File: src/rtl/fetch_stage.sv
// fetch_stage: LC-3b instruction-fetch stage.
// Owns the PC, drives the instruction-memory read handshake and writes the
// IF/ID pipeline register. Optional static branch prediction is enabled by
// defining FETCH_PREDICT_EN; without it, fetch is always predict-not-taken.
module fetch_stage #(
  parameter logic [15:0] RESET_PC = 16'h0000
) (
  input  logic        clk,
  input  logic        reset,
  input  logic        load,
  input  logic        fetch_en,
  input  logic        flush,
  input  logic        redirect,
  input  logic [15:0] redirect_target,
  input  logic        prediction,
  output logic [15:0] i_mem_address,
  output logic        i_mem_read,
  input  logic [15:0] i_mem_rdata,
  input  logic        i_mem_resp,
  output logic        if_valid,
  output logic [15:0] if_instr,
  output logic [15:0] if_pc,
  output logic [15:0] if_npc,
  output logic [3:0]  op_IF,
  output logic [2:0]  nzp_IF
);

  typedef enum logic [1:0] {
    IDLE   = 2'd0,
    REQ    = 2'd1,
    HOLD   = 2'd2,
    SQUASH = 2'd3
  } state_t;

  state_t      state_reg, state_next;
  logic [15:0] pc_reg, pc_next;
  logic [15:0] target_reg, target_next;
  logic [15:0] hold_reg, hold_next;
  logic        if_valid_reg, if_valid_next;
  logic [15:0] if_instr_reg, if_instr_next;
  logic [15:0] if_pc_reg, if_pc_next;
  logic [15:0] if_npc_reg, if_npc_next;

  logic        word_avail;
  logic [15:0] fetch_word;
  logic [15:0] pc_plus2;
  logic [15:0] next_pc;

  // The word being retired is the buffered one in HOLD, otherwise the live bus.
  assign fetch_word = (state_reg == HOLD) ? hold_reg : i_mem_rdata;
  assign pc_plus2   = pc_reg + 16'd2;

`ifdef FETCH_PREDICT_EN
  logic        is_cond_br;
  logic [15:0] br_offset;

  // Conditional branch: opcode 0000 with at least one nzp bit set.
  assign is_cond_br = (fetch_word[15:12] == 4'b0000) && (fetch_word[11:9] != 3'b000);
  assign br_offset  = {{6{fetch_word[8]}}, fetch_word[8:0], 1'b0};
  assign next_pc    = (is_cond_br && prediction) ? (pc_plus2 + br_offset) : pc_plus2;
`else
  logic unused_prediction;

  assign unused_prediction = prediction;
  assign next_pc           = pc_plus2;
`endif

  assign i_mem_address = pc_reg;
  assign i_mem_read    = (state_reg == REQ) || (state_reg == SQUASH);
  assign if_valid      = if_valid_reg;
  assign if_instr      = if_instr_reg;
  assign if_pc         = if_pc_reg;
  assign if_npc        = if_npc_reg;
  assign op_IF         = if_instr_reg[15:12];
  assign nzp_IF        = if_instr_reg[11:9];

  // FSM state register.
  always_ff @(posedge clk or posedge reset) begin
    if (reset) begin
      state_reg <= IDLE;
    end else begin
      state_reg <= state_next;
    end
  end

  // Next state, PC/target/hold updates and IF/ID next values.
  always_comb begin
    state_next    = state_reg;
    pc_next       = pc_reg;
    target_next   = target_reg;
    hold_next     = hold_reg;
    word_avail    = 1'b0;
    if_valid_next = if_valid_reg;
    if_instr_next = if_instr_reg;
    if_pc_next    = if_pc_reg;
    if_npc_next   = if_npc_reg;

    case (state_reg)
      IDLE: begin
        // Late responses are ignored here; a redirect just moves the PC.
        if (redirect) pc_next = redirect_target;
        if (fetch_en) state_next = REQ;
      end
      REQ: begin
        if (!i_mem_resp) begin
          // The address must not move while the request is outstanding,
          // so the new target waits in target_reg until the response.
          if (redirect) begin
            target_next = redirect_target;
            state_next  = SQUASH;
          end else if (flush) begin
            target_next = pc_reg;
            state_next  = SQUASH;
          end
        end else if (redirect) begin
          pc_next    = redirect_target;
          state_next = fetch_en ? REQ : IDLE;
        end else if (flush) begin
          // Word discarded; refetch from the same PC.
          state_next = fetch_en ? REQ : IDLE;
        end else if (load) begin
          word_avail = 1'b1;
          pc_next    = next_pc;
          state_next = fetch_en ? REQ : IDLE;
        end else begin
          hold_next  = i_mem_rdata;
          state_next = HOLD;
        end
      end
      HOLD: begin
        if (redirect) begin
          hold_next  = 16'h0000;
          pc_next    = redirect_target;
          state_next = IDLE;
        end else if (flush) begin
          hold_next  = 16'h0000;
          state_next = IDLE;
        end else if (load) begin
          word_avail = 1'b1;
          hold_next  = 16'h0000;
          pc_next    = next_pc;
          state_next = fetch_en ? REQ : IDLE;
        end
      end
      SQUASH: begin
        if (redirect) target_next = redirect_target;
        if (i_mem_resp) begin
          pc_next    = redirect ? redirect_target : target_reg;
          state_next = fetch_en ? REQ : IDLE;
        end
      end
      default: state_next = IDLE;
    endcase

    // IF/ID: flush wins, load with no word is a bubble, otherwise hold.
    if (flush) begin
      if_valid_next = 1'b0;
    end else if (load) begin
      if (word_avail) begin
        if_valid_next = 1'b1;
        if_instr_next = fetch_word;
        if_pc_next    = pc_reg;
        if_npc_next   = pc_plus2;
      end else begin
        if_valid_next = 1'b0;
      end
    end
  end

  // Datapath registers: PC, squash target, hold buffer and IF/ID.
  always_ff @(posedge clk or posedge reset) begin
    if (reset) begin
      pc_reg       <= RESET_PC;
      target_reg   <= 16'h0000;
      hold_reg     <= 16'h0000;
      if_valid_reg <= 1'b0;
      if_instr_reg <= 16'h0000;
      if_pc_reg    <= 16'h0000;
      if_npc_reg   <= 16'h0000;
    end else begin
      pc_reg       <= pc_next;
      target_reg   <= target_next;
      hold_reg     <= hold_next;
      if_valid_reg <= if_valid_next;
      if_instr_reg <= if_instr_next;
      if_pc_reg    <= if_pc_next;
      if_npc_reg   <= if_npc_next;
    end
  end

endmodule
File: config.mk
export PLATFORM = sky130hd
export DESIGN_NAME = fetch_stage
export DESIGN_NICKNAME = d
export VERILOG_FILES = /design/src/rtl/fetch_stage.sv
export SDC_FILE = /design/constraint.sdc
export NUM_CORES = 1
export LEC_CHECK = 0
export ABC_AREA = 0
export CAP_MARGIN = 20
export CORE_MARGIN = 10
export CORE_UTILIZATION = 50
export DETAILED_ROUTE_END_ITERATION = 10
export PLACE_DENSITY = 0.8
export SYNTH_ARGS = -nofsm -noshare
export SYNTH_HDL_FRONTEND = slang
export SYNTH_SLANG_ARGS = --single-unit
File: constraint.sdc
create_clock -name clk -period 3.9 [get_ports clk]
set_clock_uncertainty 0.15 [all_clocks]
set_input_delay 0.585 -clock clk [delete_from_list [all_inputs] [get_ports clk]]
set_output_delay 0.585 -clock clk [all_outputs]
set_load 0.01 [all_outputs]
==> results <==
- The clock tree buffer depth is 2.
- The net count of the mapped netlist is 544.
- The placer congestion estimate is 0.869.
- The sum of negative setup slack is 0 ns.
- The final critical path time including I/O delays and setup is 2.89 ns.
- The highest clock frequency the design can meet is 0.347 GHz.
- Global routing consumed, over all layers together, 18.2% of the routing resources.
- The average routed wire per standard cell is 18.3 µm.
- The maximum level of the CTS H-tree is 3.
- The final worst setup slack is 1.01 ns.
- The dominant register cell in the synthesized netlist is sky130_fd_sc_hd__dfrtp_1.
- The total leakage power is 0.00258 µW.
- The total routed wirelength is 13200 µm.
- The floorplan step defined a die boundary enclosing 13900 µm².
- For this run, design rule violations remaining after detail routing come to 0.
- Once detailed placement completed, the half-perimeter wirelength came to 9360 µm.
- The number of flip-flops and latches in the synthesized netlist is 98.
- At the end of the flow the core is filled with cells to 65.5%.
- Clock-pin slew was measured on the worst setup and hold paths at 0.10 ns.
- The number of buffers inserted during clock tree synthesis is 9.
- The largest individual stage delay along the critical path comes from the cell sky130_fd_sc_hd__ha_1.
- The number of slew-limit violations in the final report came to 0.
- The power density of the placed cells is 788 nW/µm².
- The mapped netlist covers 4780 µm².
- The worst hold path belongs to the class flip-flop to flip-flop.
- The width of the die is 118 µm.
- The number of nets in the final layout is 633.
- The total of cells resized after clock tree synthesis is 0.
- The data arrival time of the worst path is 2.15 ns.
- The number of placed I/O pins is 113.
- The fraction of registers with async set or reset after synthesis is 100%.
- The largest single stage delay on the critical path is 0.55 ns.
- The critical path class is flip-flop to output pin.
- The flow ran to the end, and the final reports show no timing, DRC or antenna violations.
- The relative max-transition margin is 22.8%.
- The floorplan die height is 118 µm.
- Counting distinct cell types in the post-synthesis netlist gives 47.
- The via total after detailed routing is 4136.
- The starting utilization of the core area is 51.5%.
- The master cell of the clock root buffer is sky130_fd_sc_hd__clkbuf_8.
- The core region is 9280 µm².
- The biggest fanout along the worst timing path is 14.
- The number of setup buffers added after CTS is 0.
- The TritonCTS clock tree is built.
- The number of endpoints with negative hold slack in the final report is 0.
- The kind of launch point of the worst setup path is a flip-flop.
- The clock sink total is 98.
- Entering global routing, the biggest net connects 74 pins.
- Ranked by total cell area, the synthesized netlist is headed by sky130_fd_sc_hd__dfrtp_1 (51%), sky130_fd_sc_hd__nand2_1 (6.2%), sky130_fd_sc_hd__o21ai_0 (6.1%), sky130_fd_sc_hd__mux2_1 (4.0%), sky130_fd_sc_hd__nor2_1 (3.5%).
- The share of final-layout standard cells stronger than drive strength 1 is 6.93%.
- The number of nets with antenna violations after detailed routing is 0.
- The first TritonRoute pass finished after 4 iterations.
- Prior to clock tree synthesis, the placed netlist has a worst setup slack of 0.748 ns.
- Dividing the final minimum period by the clock period gives 74.0%.
- During placement, the flow inserted port buffers numbering 111.
- The initial antenna violation count is 0.
- The total overflow left after global routing is 0.
- The largest total area in the synthesized netlist belongs to sky130_fd_sc_hd__dfrtp_1.
- The capturing element type of the critical path is an output pin.
- Yosys mapped a number of flops with a built-in enable equal to 0.
- STA puts the critical path data required time at 3.16 ns.
- The critical path goes through ha_1 -> nor2_1 -> inv_1 -> clkdlybuf4s50_1.
- The number of cells produced by synthesis is 498.
- Summed over its instances, the top area cell type makes up 51.3% of the synthesized netlist area.
- Relative to the synthesized area, the layout overhead comes to 27.3%.
- The via count of the first global-routing pass came to 4116.
- 0 antenna diodes ended up in the layout.
- For the pin with the worst max-slew slack, the measured transition is 1.15 ns.
- The first global-routing pass estimated 21300 µm of wire.
- The share of synthesized area occupied by flip-flops and latches is 51.3%.
- Setup violations remaining at the end of the flow were counted as 0.
- Row generation in the floorplan step produced 35 rows.
- The max capacitance violation total is 0.
- Setup repair after global routing left no endpoint under its margin.
- The starting DRC count in detailed routing is 380.
- The clock latency at the later pin of the worst-skew pair is 0.35 ns.
- Dividing the detail-routed via count by the number of cells gives 5.74.
- VDD sags by at most 510 µV.
- The average instance in the mapped netlist occupies 9.59 µm².
- Hold repair after CTS inserted 0 buffers.
- For this run, the number of Yosys warnings is 0.
## area by class of cell
cell class	instances	area (µm²)
inverters	16	62.6
flip-flops and latches	98	2450
multi-input cells	341	2030
clock buffers	10	128
fillers	787	3200
repair buffers	121	1210
clock inverters	6	42.5
well taps	129	161
## per-layer routing
layer	vias up	GRT usage [%]	share of wire, %
li1	1909	-	-
met1	2008	22.9	43
met2	189	28.9	47
met3	30	5.18	7.5
met4	0	7.19	2.5
met5	-	0	0
## Yosys cell counts, types with 2 or more instances
master / n
sky130_fd_sc_hd__a21oi_1: 16
sky130_fd_sc_hd__a221o_1: 4
sky130_fd_sc_hd__a221oi_1: 3
sky130_fd_sc_hd__a222oi_1: 3
sky130_fd_sc_hd__a22o_1: 6
sky130_fd_sc_hd__a22oi_1: 19
sky130_fd_sc_hd__a31oi_1: 18
sky130_fd_sc_hd__buf_1: 2
sky130_fd_sc_hd__buf_2: 12
sky130_fd_sc_hd__buf_4: 14
sky130_fd_sc_hd__buf_6: 2
sky130_fd_sc_hd__clkbuf_1: 11
sky130_fd_sc_hd__clkbuf_2: 2
sky130_fd_sc_hd__dfrtp_1: 98
sky130_fd_sc_hd__ha_1: 6
sky130_fd_sc_hd__inv_1: 15
sky130_fd_sc_hd__mux2_1: 17
sky130_fd_sc_hd__mux2_2: 5
sky130_fd_sc_hd__nand2_1: 79
sky130_fd_sc_hd__nand2b_1: 3
sky130_fd_sc_hd__nand3_1: 5
sky130_fd_sc_hd__nand4_1: 2
sky130_fd_sc_hd__nor2_1: 45
sky130_fd_sc_hd__nor2b_1: 4
sky130_fd_sc_hd__nor3_1: 9
sky130_fd_sc_hd__nor4_1: 2
sky130_fd_sc_hd__o21a_1: 2
sky130_fd_sc_hd__o21ai_0: 58
sky130_fd_sc_hd__o21ai_1: 2
sky130_fd_sc_hd__o221ai_1: 2
sky130_fd_sc_hd__o31ai_1: 3
sky130_fd_sc_hd__or2_2: 2
sky130_fd_sc_hd__or3_1: 2
sky130_fd_sc_hd__xnor2_1: 9
sky130_fd_sc_hd__xor2_1: 4
## path summary, 6_finish.rpt
kind                         startpoint                 to  slack [ns]  cells after the start
min                        hold_reg[14]       hold_reg[14]        0.34                      2
min in group asynchronous         reset          if_npc[3]        0.47                      2
max in group asynchronous         reset          if_npc[8]        2.32                      3
max reg2reg                state_reg[0]  i_mem_address[14]        1.18                      6
min reg2reg                hold_reg[14]       hold_reg[14]        0.34                      2
max                        state_reg[0]         i_mem_read        1.01                      4
## cell usage in the layout (no fill, tap or decap), types with 4 or more instances in the layout
master,netlist,final
sky130_fd_sc_hd__a21oi_1,16,16
sky130_fd_sc_hd__a221o_1,4,4
sky130_fd_sc_hd__a22o_1,6,6
sky130_fd_sc_hd__a22oi_1,19,19
sky130_fd_sc_hd__a31oi_1,18,17
sky130_fd_sc_hd__buf_4,14,8
sky130_fd_sc_hd__clkbuf_8,0,9
sky130_fd_sc_hd__clkdlybuf4s50_1,0,111
sky130_fd_sc_hd__dfrtp_1,98,98
sky130_fd_sc_hd__ha_1,6,6
sky130_fd_sc_hd__inv_1,15,14
sky130_fd_sc_hd__mux2_1,17,17
sky130_fd_sc_hd__mux2_2,5,5
sky130_fd_sc_hd__nand2_1,79,79
sky130_fd_sc_hd__nand3_1,5,5
sky130_fd_sc_hd__nor2_1,45,45
sky130_fd_sc_hd__nor2b_1,4,4
sky130_fd_sc_hd__nor3_1,9,9
sky130_fd_sc_hd__o21ai_0,58,58
sky130_fd_sc_hd__xnor2_1,9,9
sky130_fd_sc_hd__xor2_1,4,4
## metrics by stage
stage	hold slack, ns	cells	total power [µW]	instance area (µm²)
floorplan	0.299	498	3120	4780
global placement	0.311	704	4090	5900
detailed placement	0.320	705	4220	5910
CTS	0.342	721	4820	6080
global route	0.366	721	5120	6080
finish	0.337	721	4790	6080
## logic make-up after synthesis
family / count (synthesis) / share of synthesized area, %
and+or+nand+nor: 156 / 13.8
AOI/OAI and AO/OA: 144 / 19.4
DFF: 98 / 51.3
buffers and inverters: 59 / 6.42
muxes: 22 / 5.19
xor gates and xnor gates: 13 / 2.38
adders and majority gates: 6 / 1.57
## critical path, delay by kind of cell, from the launching register on
kind,cells,cell delay [ns]
simple gates,1,0.18
flops,1,0.43
fa+ha+maj,1,0.55
buf+inv,2,0.64
## power by group
part / total, µW / internal [µW] / switching, µW
logic: 2350 / 1160 / 1190
clock network: 592 / 234 / 358
registers: 1850 / 1470 / 379
No activity file was read; power rests on OpenSTA's default activity.
